===== src/rtl/seg_shift_out_if.sv =====
// Byte handshake between the display byte mux (master) and the segment serializer (slave).
interface seg_shift_out_if;
    logic [7:0] din;
    logic       din_valid;
    logic       din_ready;

    modport master (output din, output din_valid, input din_ready);
    modport slave  (input din, input din_valid, output din_ready);
endinterface


===== src/rtl/seg_shift_out.sv =====
// Serializes segment bytes MSB-first into a 74HC595-style chain and latches after
// every FRAME_BYTES bytes.
module seg_shift_out #(
    parameter int CLK_DIV     = 2,
    parameter int FRAME_BYTES = 8
) (
    input  logic           clk,
    input  logic           rst,
    seg_shift_out_if.slave din_if,
    output logic           sclk,
    output logic           sdat,
    output logic           slat,
    output logic           busy,
    output logic           frame_done
);
    localparam int DIV_W  = (CLK_DIV > 1) ? $clog2(CLK_DIV) : 1;
    localparam int BYTE_W = (FRAME_BYTES > 1) ? $clog2(FRAME_BYTES) : 1;
    localparam logic [DIV_W-1:0]  DIV_LAST  = DIV_W'(CLK_DIV - 1);
    localparam logic [BYTE_W-1:0] BYTE_LAST = BYTE_W'(FRAME_BYTES - 1);

    typedef enum logic [1:0] {
        ST_IDLE  = 2'd0,
        ST_SHIFT = 2'd1,
        ST_WAIT  = 2'd2,
        ST_LATCH = 2'd3
    } state_t;

    state_t              state_r;
    logic [7:0]          shreg_r;
    logic [2:0]          bit_cnt_r;
    logic [BYTE_W-1:0]   byte_cnt_r;
    logic [DIV_W-1:0]    div_cnt_r;
    logic                sclk_r;
    logic                sdat_r;
    logic                slat_r;
    logic                busy_r;
    logic                frame_done_r;
    logic                accept_s;

    assign din_if.din_ready = ((state_r == ST_IDLE) || (state_r == ST_WAIT)) && !rst;
    assign accept_s         = din_if.din_valid && din_if.din_ready;

    assign sclk       = sclk_r;
    assign sdat       = sdat_r;
    assign slat       = slat_r;
    assign busy       = busy_r;
    assign frame_done = frame_done_r;

    // Serializer FSM: byte load, bit timing, frame counting and latch strobe.
    always_ff @(posedge clk) begin
        if (rst) begin
            state_r      <= ST_IDLE;
            shreg_r      <= 8'h00;
            bit_cnt_r    <= 3'd0;
            byte_cnt_r   <= '0;
            div_cnt_r    <= '0;
            sclk_r       <= 1'b0;
            sdat_r       <= 1'b0;
            slat_r       <= 1'b0;
            busy_r       <= 1'b0;
            frame_done_r <= 1'b0;
        end else begin
            frame_done_r <= 1'b0;
            case (state_r)
                ST_IDLE, ST_WAIT: begin
                    if (accept_s) begin
                        shreg_r   <= din_if.din;
                        sdat_r    <= din_if.din[7];
                        sclk_r    <= 1'b0;
                        div_cnt_r <= '0;
                        bit_cnt_r <= 3'd0;
                        busy_r    <= 1'b1;
                        state_r   <= ST_SHIFT;
                    end else begin
                        sclk_r <= 1'b0;
                    end
                end
                ST_SHIFT: begin
                    if (div_cnt_r != DIV_LAST) begin
                        div_cnt_r <= div_cnt_r + DIV_W'(1);
                    end else begin
                        div_cnt_r <= '0;
                        if (!sclk_r) begin
                            sclk_r <= 1'b1;
                        end else begin
                            sclk_r  <= 1'b0;
                            shreg_r <= {shreg_r[6:0], 1'b0};
                            if (bit_cnt_r != 3'd7) begin
                                bit_cnt_r <= bit_cnt_r + 3'd1;
                                sdat_r    <= shreg_r[6];
                            end else begin
                                // Last bit of the byte: sdat keeps bit 0 through WAIT/LATCH.
                                bit_cnt_r <= 3'd0;
                                if (byte_cnt_r != BYTE_LAST) begin
                                    byte_cnt_r <= byte_cnt_r + BYTE_W'(1);
                                    state_r    <= ST_WAIT;
                                end else begin
                                    slat_r  <= 1'b1;
                                    state_r <= ST_LATCH;
                                end
                            end
                        end
                    end
                end
                ST_LATCH: begin
                    if (div_cnt_r != DIV_LAST) begin
                        div_cnt_r <= div_cnt_r + DIV_W'(1);
                    end else begin
                        div_cnt_r    <= '0;
                        slat_r       <= 1'b0;
                        frame_done_r <= 1'b1;
                        byte_cnt_r   <= '0;
                        busy_r       <= 1'b0;
                        state_r      <= ST_IDLE;
                    end
                end
                default: begin
                    state_r <= ST_IDLE;
                    sclk_r  <= 1'b0;
                    slat_r  <= 1'b0;
                    busy_r  <= 1'b0;
                end
            endcase
        end
    end
endmodule


===== src/flat_wrapper.sv =====
// flat-port wrapper written by rule: the top's interface ports become plain ports
module seg_shift_out_flat 
#(
    parameter int CLK_DIV     = 2,
    parameter int FRAME_BYTES = 8
)
  (clk, rst, sclk, sdat, slat, busy, frame_done, din_if_din, din_if_din_valid, din_if_din_ready);
  seg_shift_out_if din_if_i ();
  input  logic clk;
  input  logic rst;
  output logic sclk;
  output logic sdat;
  output logic slat;
  output logic busy;
  output logic frame_done;
  input wire logic [$bits(din_if_i.din)-1:0] din_if_din;
  input wire logic [$bits(din_if_i.din_valid)-1:0] din_if_din_valid;
  output wire logic [$bits(din_if_i.din_ready)-1:0] din_if_din_ready;
  assign din_if_i.din = din_if_din;
  assign din_if_i.din_valid = din_if_din_valid;
  assign din_if_din_ready = din_if_i.din_ready;
  seg_shift_out #(.CLK_DIV(CLK_DIV), .FRAME_BYTES(FRAME_BYTES)) u_core (.clk(clk), .rst(rst), .din_if(din_if_i), .sclk(sclk), .sdat(sdat), .slat(slat), .busy(busy), .frame_done(frame_done));
endmodule

===== config.mk =====
export PLATFORM = sky130hd
export DESIGN_NAME = seg_shift_out_flat
export DESIGN_NICKNAME = d
export VERILOG_FILES = /design/src/rtl/seg_shift_out_if.sv /design/src/rtl/seg_shift_out.sv /design/src/flat_wrapper.sv
export SDC_FILE = /design/constraint.sdc
export NUM_CORES = 1
export LEC_CHECK = 0
export CAP_MARGIN = 20
export CORE_MARGIN = 5
export CORE_UTILIZATION = 55
export DETAILED_ROUTE_END_ITERATION = 7
export GPL_TIMING_DRIVEN = 0
export HOLD_SLACK_MARGIN = 0.1
export PLACE_DENSITY = 0.82
export SLEW_MARGIN = 0
export SYNTH_ARGS = -nofsm -noshare
export SYNTH_HDL_FRONTEND = slang
export SYNTH_SLANG_ARGS = --single-unit

===== constraint.sdc =====
create_clock -name clk -period 4.6 [get_ports clk]
set_input_delay 1.15 -clock clk [delete_from_list [all_inputs] [get_ports clk]]
set_output_delay 1.15 -clock clk [all_outputs]
set_load 0.05 [all_outputs]

=== Word level (Yosys, flattened, before mapping) ===
Cells that the tools add are included.

* Bits in registers: 21
* Input bits: 11
* Word-level logic and storage cells: 87

* Add/sub/neg operators: 3
* Equality and inequality tests: 13
* Multiplexer cells: 42
* Bitwise logic cells: 1
* Reductions and logical operators: 18

{| class="wikitable"
|+ Operators with widths
! operator !! number
|-
| $mux W3 || 9
|-
| $mux W7 || 3
|-
| $mux W1 || 16
|-
| $pmux W7 S2 || 1
|-
| $ne A2 B1 Y1 const B || 6
|-
| $pmux W3 S2 || 2
|-
| $reduce_and A6 Y1 || 2
|-
| $mux W2 || 5
|-
| $pmux W1 S2 || 5
|-
| $reduce_and A5 Y1 || 2
|-
| $add A3 B1 Y3 const B || 2
|-
| $ne A3 B3 Y1 const B || 2
|-
| $pmux W2 S3 || 1
|-
| $reduce_bool A2 Y1 || 3
|-
| $reduce_or A2 Y1 || 3
|-
| $eq A2 B2 Y1 const B || 2
|-
| $ne A2 B2 Y1 const B || 2
|-
| $reduce_and A4 Y1 || 1
|-
| $reduce_and A3 Y1 || 1
|-
| $eq A2 B1 Y1 const B || 1
|-
| $logic_and A1 B1 Y1 || 2
|-
| $logic_not A2 Y1 || 1
|-
| $reduce_and A2 Y1 || 1
|-
| $add A1 B1 Y1 const B || 1
|-
| 3 further kinds || 3
|}

=== Depth between registers and ports, before layout ===
Gate-level depths: netlist (run 1).

* Depth after elaboration: 6
* Mapped depth: 5
* Mapped depth without buffers: 5

=== Worst setup path after synthesis (run 1) ===
OpenSTA, ideal clock, no wires.

* Path type: input port to output port
* Start: input rst
* End: output din_if_din_ready
* Arrival: 2.118 ns
* Slack: 1.332 ns
* Stages on the path: 3
* Path buffers: 2
* Cell sequence: buf_6 -> clkbuf_1 -> nor2_1

* Longest elaborated chain between the ends: 2

{| class="wikitable"
|+ RTL lines
! item !! line !! text
|-
| start, declared || flat_wrapper.sv:10 || <nowiki>input logic rst;</nowiki>
|-
| $logic_not A1 Y1 || seg_shift_out.sv:40 || <nowiki>assign din_if.din_ready = ((state_r == ST_IDLE) || (state_r == ST_WAIT)) && !rst;</nowiki>
|-
| $logic_and A1 B1 Y1 || seg_shift_out.sv:40 ||
|-
| end, declared || flat_wrapper.sv:18 || <nowiki>output wire logic [$bits(din_if_i.din_ready)-1:0] din_if_din_ready;</nowiki>
|}

Every way passes these cells.

=== Worst setup path in the final report (run 1) ===
Same ends and word-level chain as after synthesis.

==> results of run 1 <==
## cells in the mapped netlist (2+ instances only)
library cell	n	area, sq um
dfxtp_1	21	420
clkbuf_1	4	15.0
buf_2	2	10.0
nand2_1	5	18.8
nand4_1	2	12.5
nor3_1	7	35.0
nor2_1	6	22.5
nor2b_1	3	18.8
mux2i_1	7	70.1
o21ai_0	2	10.0
nand2b_1	2	12.5
a211oi_1	6	45.0
a21oi_1	6	30.0
ha_1	4	50.1
inv_1	4	15.0
or4_1	2	15.0
a31oi_1	2	12.5
nand3_1	7	35.0
## where the power goes
group | internal (mW) | switching, mW
Combinational | 0.0268 | 0.0296
Clock | 0.0337 | 0.0543
Sequential | 0.191 | 0.00723
## how the worst min path moves through the flow
stage	cells after the start	startpoint	end	slack (ps)
CTS	2	u_core.bit_cnt_r[2]	u_core.bit_cnt_r[2]	480
detailed placement	2	u_core.bit_cnt_r[2]	u_core.bit_cnt_r[2]	460
global placement	2	u_core.bit_cnt_r[2]	u_core.bit_cnt_r[2]	460
global route	2	u_core.bit_cnt_r[2]	u_core.bit_cnt_r[2]	500
finish	2	u_core.sdat	u_core.sdat	480
floorplan	2	u_core.bit_cnt_r[2]	u_core.bit_cnt_r[2]	450
## worst max-delay path: stages
cell,delay [ps]
buf_6,110
clkbuf_1,230
nor2_1,140
clkdlybuf4s50_1,810
## layer usage
metal  part of all wire  global-route usage  up-vias
met3              0.051              0.0484        2
met4             0.0055              0.0383        0
li1                   -                   -      448
met5                  0                   0        -
met2               0.49               0.277       15
met1               0.46               0.224      417
## sequential cells by signal, indices dropped and copies added (netlist names), 2 cells and up
signal             cells
u_core.byte_cnt_r      3
u_core.state_r         2
u_core.shreg_r         7
u_core.bit_cnt_r       3
## metrics by stage
stage           util  hold slack, ps  cells  instance area [sq um]
6_report       0.704             477    154                   1220
2_1_floorplan      -             447    110                   1010
5_1_grt        0.704             497    154                   1220
3_3_place_gp   0.689             458    150                   1190
3_5_place_dp   0.689             462    150                   1190
4_1_cts        0.704             479    154                   1220
## area by class of cell
class / instances / area [sq um] / area share
tap: 25 / 31.3 / 0.0257
sequential: 21 / 420 / 0.346
timing repair buffer: 15 / 150 / 0.123
buffer: 7 / 36.3 / 0.0298
clock buffer: 4 / 26.3 / 0.0216
inverter: 4 / 15.0 / 0.0123
multi-input combinational: 78 / 537 / 0.441
## cell families (layout without fill, tap and decap cells)
group,Yosys count,after routing,synth area share
fa+ha+maj,4,4,0.0496
buf+inv,11,30,0.0509
simple gates,43,43,0.248
flops,21,21,0.417
xor+xnor,1,1,0.00869
mux,7,7,0.0695
compound gates,23,23,0.156
==> impl_results.md, run 1 <==
- Vias in the first global route: 804
- Layout Nets: 145
- Clk buf depth: 2
- Synth unique cells: 36
- # diodes: 0
- EDFF count, synth: 0
- Min cycle time layout: 3600 ps
- Crit path required time: 3450 ps
- Final setup violation count: 0
- CTS HTree Levels: 1
- Io pins: 17
- Arrival @ worst endpoint: 2450 ps
- Power Density: between 200 and 300 nW/um^2
- Worst-path maximum fanout: 10
- Total power: 342 uW
- WL/cell: approximately 14 microns
- FP Rows: 15
- Vias per cell: 5.73
- Setup crit start: rst
- Routed vias: roughly 880
- Hold violation total from the final report: 0
- Core Area: 1730 sq um
- Worst Max-Slew Pin Slew: ~530 ps
- CTS tree: done
- CP Class: in -> out
- Port Buf Inserts: 15
- Ys async rst share: 0
- Worst setup EP type: output pin
- Root buffer cell: clkbuf_4
- Syn_nets: 125
- Final worst slack: 1000 ps
- Critical path endpoint: din_if_din_ready
- Initial DRC Count: 14
- Layout fillers: 163
- R2R Setup Slk: 2850 ps
- Max-Cap Viols: 0
- Overflow after GRT: 0
- Worst setup SP type: input port
- Commonest non-fill, non-tap cell in the layout: dfxtp_1
- Fin crit share: 0.782
- Synthesized flop and latch total: 21
- Top FF cell, synth: dfxtp_1
- Post-CTS sizing: 0
- Maximum clock rate: ~0.28 GHz
- Hold WC Path Type: reg -> reg
- Dpl hpwl: 1610 microns
- Die H: between 50 and 60 microns
- Sequential area share after synthesis: 0.417
- Sink Count: 21
- Worst reg2reg path depth: 5
- First-pass GRT wire length: 3570 microns
- Layout area overhead: 20.6%
- Layout cells sized above 1: 0.0698
- Clock Skews: 0.892 ps
- Max VDD drop: about 0.20 mV
- Die W: 52.8 microns
- Most frequent cells in the layout: dfxtp_1, clkdlybuf4s50_1, nand3_1, mux2i_1, nor3_1
- Final Wtd Congestion: 0.767
- RSZ-0062 raised after global routing: no
- End of the worst register-to-register path: u_core.byte_cnt_r[0]
- DRC viols: 0
- Status: completed
- CTS buffer count: 3
- Initial DRT Pass Iterations: 4
- Clock Latency Late Sink: 290 ps
- Leak: about 0.46 nW
- Routed Antenna Nets: 0
- Post-Syn Instances: 110
- Slew headroom: 0.648
- Placement Setup Slack: 982 ps
- Yosys warning total: 0
- Largest net degree at the start of global routing: 12
- Routed WL: approximately 2200 microns
- Number of setup buffers added after CTS: 0
- Syn avg cell area: 9.17 sq um
- Starting density of the core: 0.584
- Die Area: 2790 sq um
- Hold buffer count at CTS: 0
- Critical R2R Launch: u_core.bit_cnt_r[0]
- Final setup TNS: 0 ps
- Total GRT Usage: 0.171
- Antenna violations before repair: 0
- Reg clk slew, reported paths: 110 ps
- Synthesized cell area: 1010 sq um
- Max-slew violations: 0
Note: power is estimated with default switching activity, not from simulation.
==> run 2, diff against run 1 <==
Settings changed: CORE_UTILIZATION 55 to 46, PLACE_DENSITY 0.82 to 0.73.
Clock period 4.6 ns to 3.2 ns, I/O delays scaled along.
==> impl_results.md, run 2 (same netlist as run 1, synthesis figures left out) <==
- Status: completed
- Io pins: 17 (unchanged)
- Core Area: 2150 sq um (+24%)
- Worst Max-Slew Pin Slew: 527 ps (+1.22 ps)
- Slew headroom: 0.647 (-0.00126)
- Fin crit share: 0.913
- Most frequent cells in the layout: dfxtp_1, clkdlybuf4s50_1, nand3_1, mux2i_1, nor3_1
- CTS buffer count: 3 (unchanged)
- Clock Latency Late Sink: 290 ps (about the same)
- Design Area, Final: 1220 sq um (+0.31%)
- Total GRT Usage: 0.142 (-0.0297)
- Final setup TNS: 0 ps (unchanged)
- Worst setup EP type: output pin
- Placed Area: 1190 sq um (+0.32%)
- Hold violation total from the final report: 0 (unchanged)
- Regs by FF count: u_core.shreg_r (7), u_core.bit_cnt_r (3), u_core.byte_cnt_r (3)
- Sink Count: 21 (unchanged)
- Hold buffer count at CTS: 0 (unchanged)
- Clk buf depth: 2 (unchanged)
- CTS tree: done
- Min cycle time layout: 2920 ps
- Layout fillers: 209 (+28%)
- Dpl hpwl: 1560 microns (-3.1%)
- Layout cells sized above 1: 0.0698 (unchanged)
- Post-CTS sizing: 0 (unchanged)
- Final worst slack: 278 ps (-726 ps)
- Initial DRC Count: 17 (+3)
- Power Density: 401 nW/um^2 (+43%)
- Root buffer cell: clkbuf_4
- Largest reg by FF count: u_core.shreg_r
- WL/cell: 13.9 microns (-2.3%)
- Max-slew violations: 0 (unchanged)
- Reg clk slew, reported paths: 110 ps (about the same)
- Number of setup buffers added after CTS: 0 (unchanged)
- # diodes: 0 (unchanged)
- Starting density of the core: 0.469 (-0.115)
- Layout area overhead: 21.0%
- Vias in the first global route: 830 (+3.2%)
- Overflow after GRT: 0 (unchanged)
- Routed Antenna Nets: 0 (unchanged)
- Max VDD drop: 0.292 mV (+47%)
- Arrival @ worst endpoint: 2120 ps (-330 ps)
- Crit path required time: 2400 ps (-1050 ps)
- Final Wtd Congestion: 0.766 (-0.17%)
- CTS HTree Levels: 1 (unchanged)
- Die H: 56.8 microns (+7.6%)
- FP Rows: 17 (+2)
- First-pass GRT wire length: 3700 microns (+3.5%)
- Hold WC Path Type: reg -> reg
- Commonest non-fill, non-tap cell in the layout: dfxtp_1
- CP Class: in -> out
- Worst-path maximum fanout: 10 (unchanged)
- Routed vias: 872 (-1.1%)
- Max-Cap Viols: 0 (unchanged)
- Max FFs per register: 7 (unchanged)
- Final setup violation count: 0 (unchanged)
- Layout Nets: 145 (unchanged)
- Leak: 0.460 nW (unchanged)
- Total power: 489 uW (+43%)
- Routed WL: 2180 microns (-0.37%)
- Die W: 56.8 microns (+7.6%)
- Die Area: 3230 sq um (+16%)
- Clock Skews: 4.90 ps (+4.01 ps)
- Largest net degree at the start of global routing: 12 (unchanged)
- Maximum clock rate: 0.342 GHz
- DRC viols: 0 (unchanged)
- Vias per cell: 5.55 (-3.0%)
- Placement Setup Slack: 292 ps (-691 ps)
- Port Buf Inserts: 15 (unchanged)
- Antenna violations before repair: 0 (unchanged)
- Worst setup SP type: input port
- Initial DRT Pass Iterations: 4 (unchanged)
- RSZ-0062 raised after global routing: no
## run 2: critical path: stages
cell             delay [ps]
buf_6                   110
clkbuf_1                240
nor2_1                  150
clkdlybuf4s50_1         810
## run 2: final timing paths
path / from / to / slack (ps) / depth (start not counted)
worst max-delay path: rst / din_if_din_ready / 280 / 4
worst min-delay path: u_core.sdat / u_core.sdat / 480 / 2
worst max register to register: u_core.bit_cnt_r[0] / u_core.byte_cnt_r[0] / 1450 / 5
worst min register to register: u_core.sdat / u_core.sdat / 480 / 2
## run 2: cell type report
type,instances,area (sq um),area share
buffer,7,36.3,0.0297
timing repair buffer,15,150,0.123
tap,28,35.0,0.0287
multi-input combinational,78,537,0.440
inverter,4,15.0,0.0123
sequential,21,420,0.345
clock buffer,4,26.3,0.0215
## run 2: per-layer routing
metal  vias to the layer above  GRT usage  share of wire
li1                        450          -              -
met1                       403      0.186           0.50
met2                        19      0.234           0.47
met3                         0     0.0276          0.032
met4                         0     0.0397              0
met5                         -          0              0
## run 2: report_power, final
part	switching [mW]	internal, mW
Clock	0.0753	0.0485
Sequential	0.00958	0.274
Combinational	0.0435	0.0385
## run 2: through the flow
stage,cells,hold WS [ps],utilization
global placement,153,459,0.556
detailed placement,153,466,0.556
finish,157,479,0.568
floorplan,110,447,-
global route,157,517,0.568
CTS,157,482,0.568
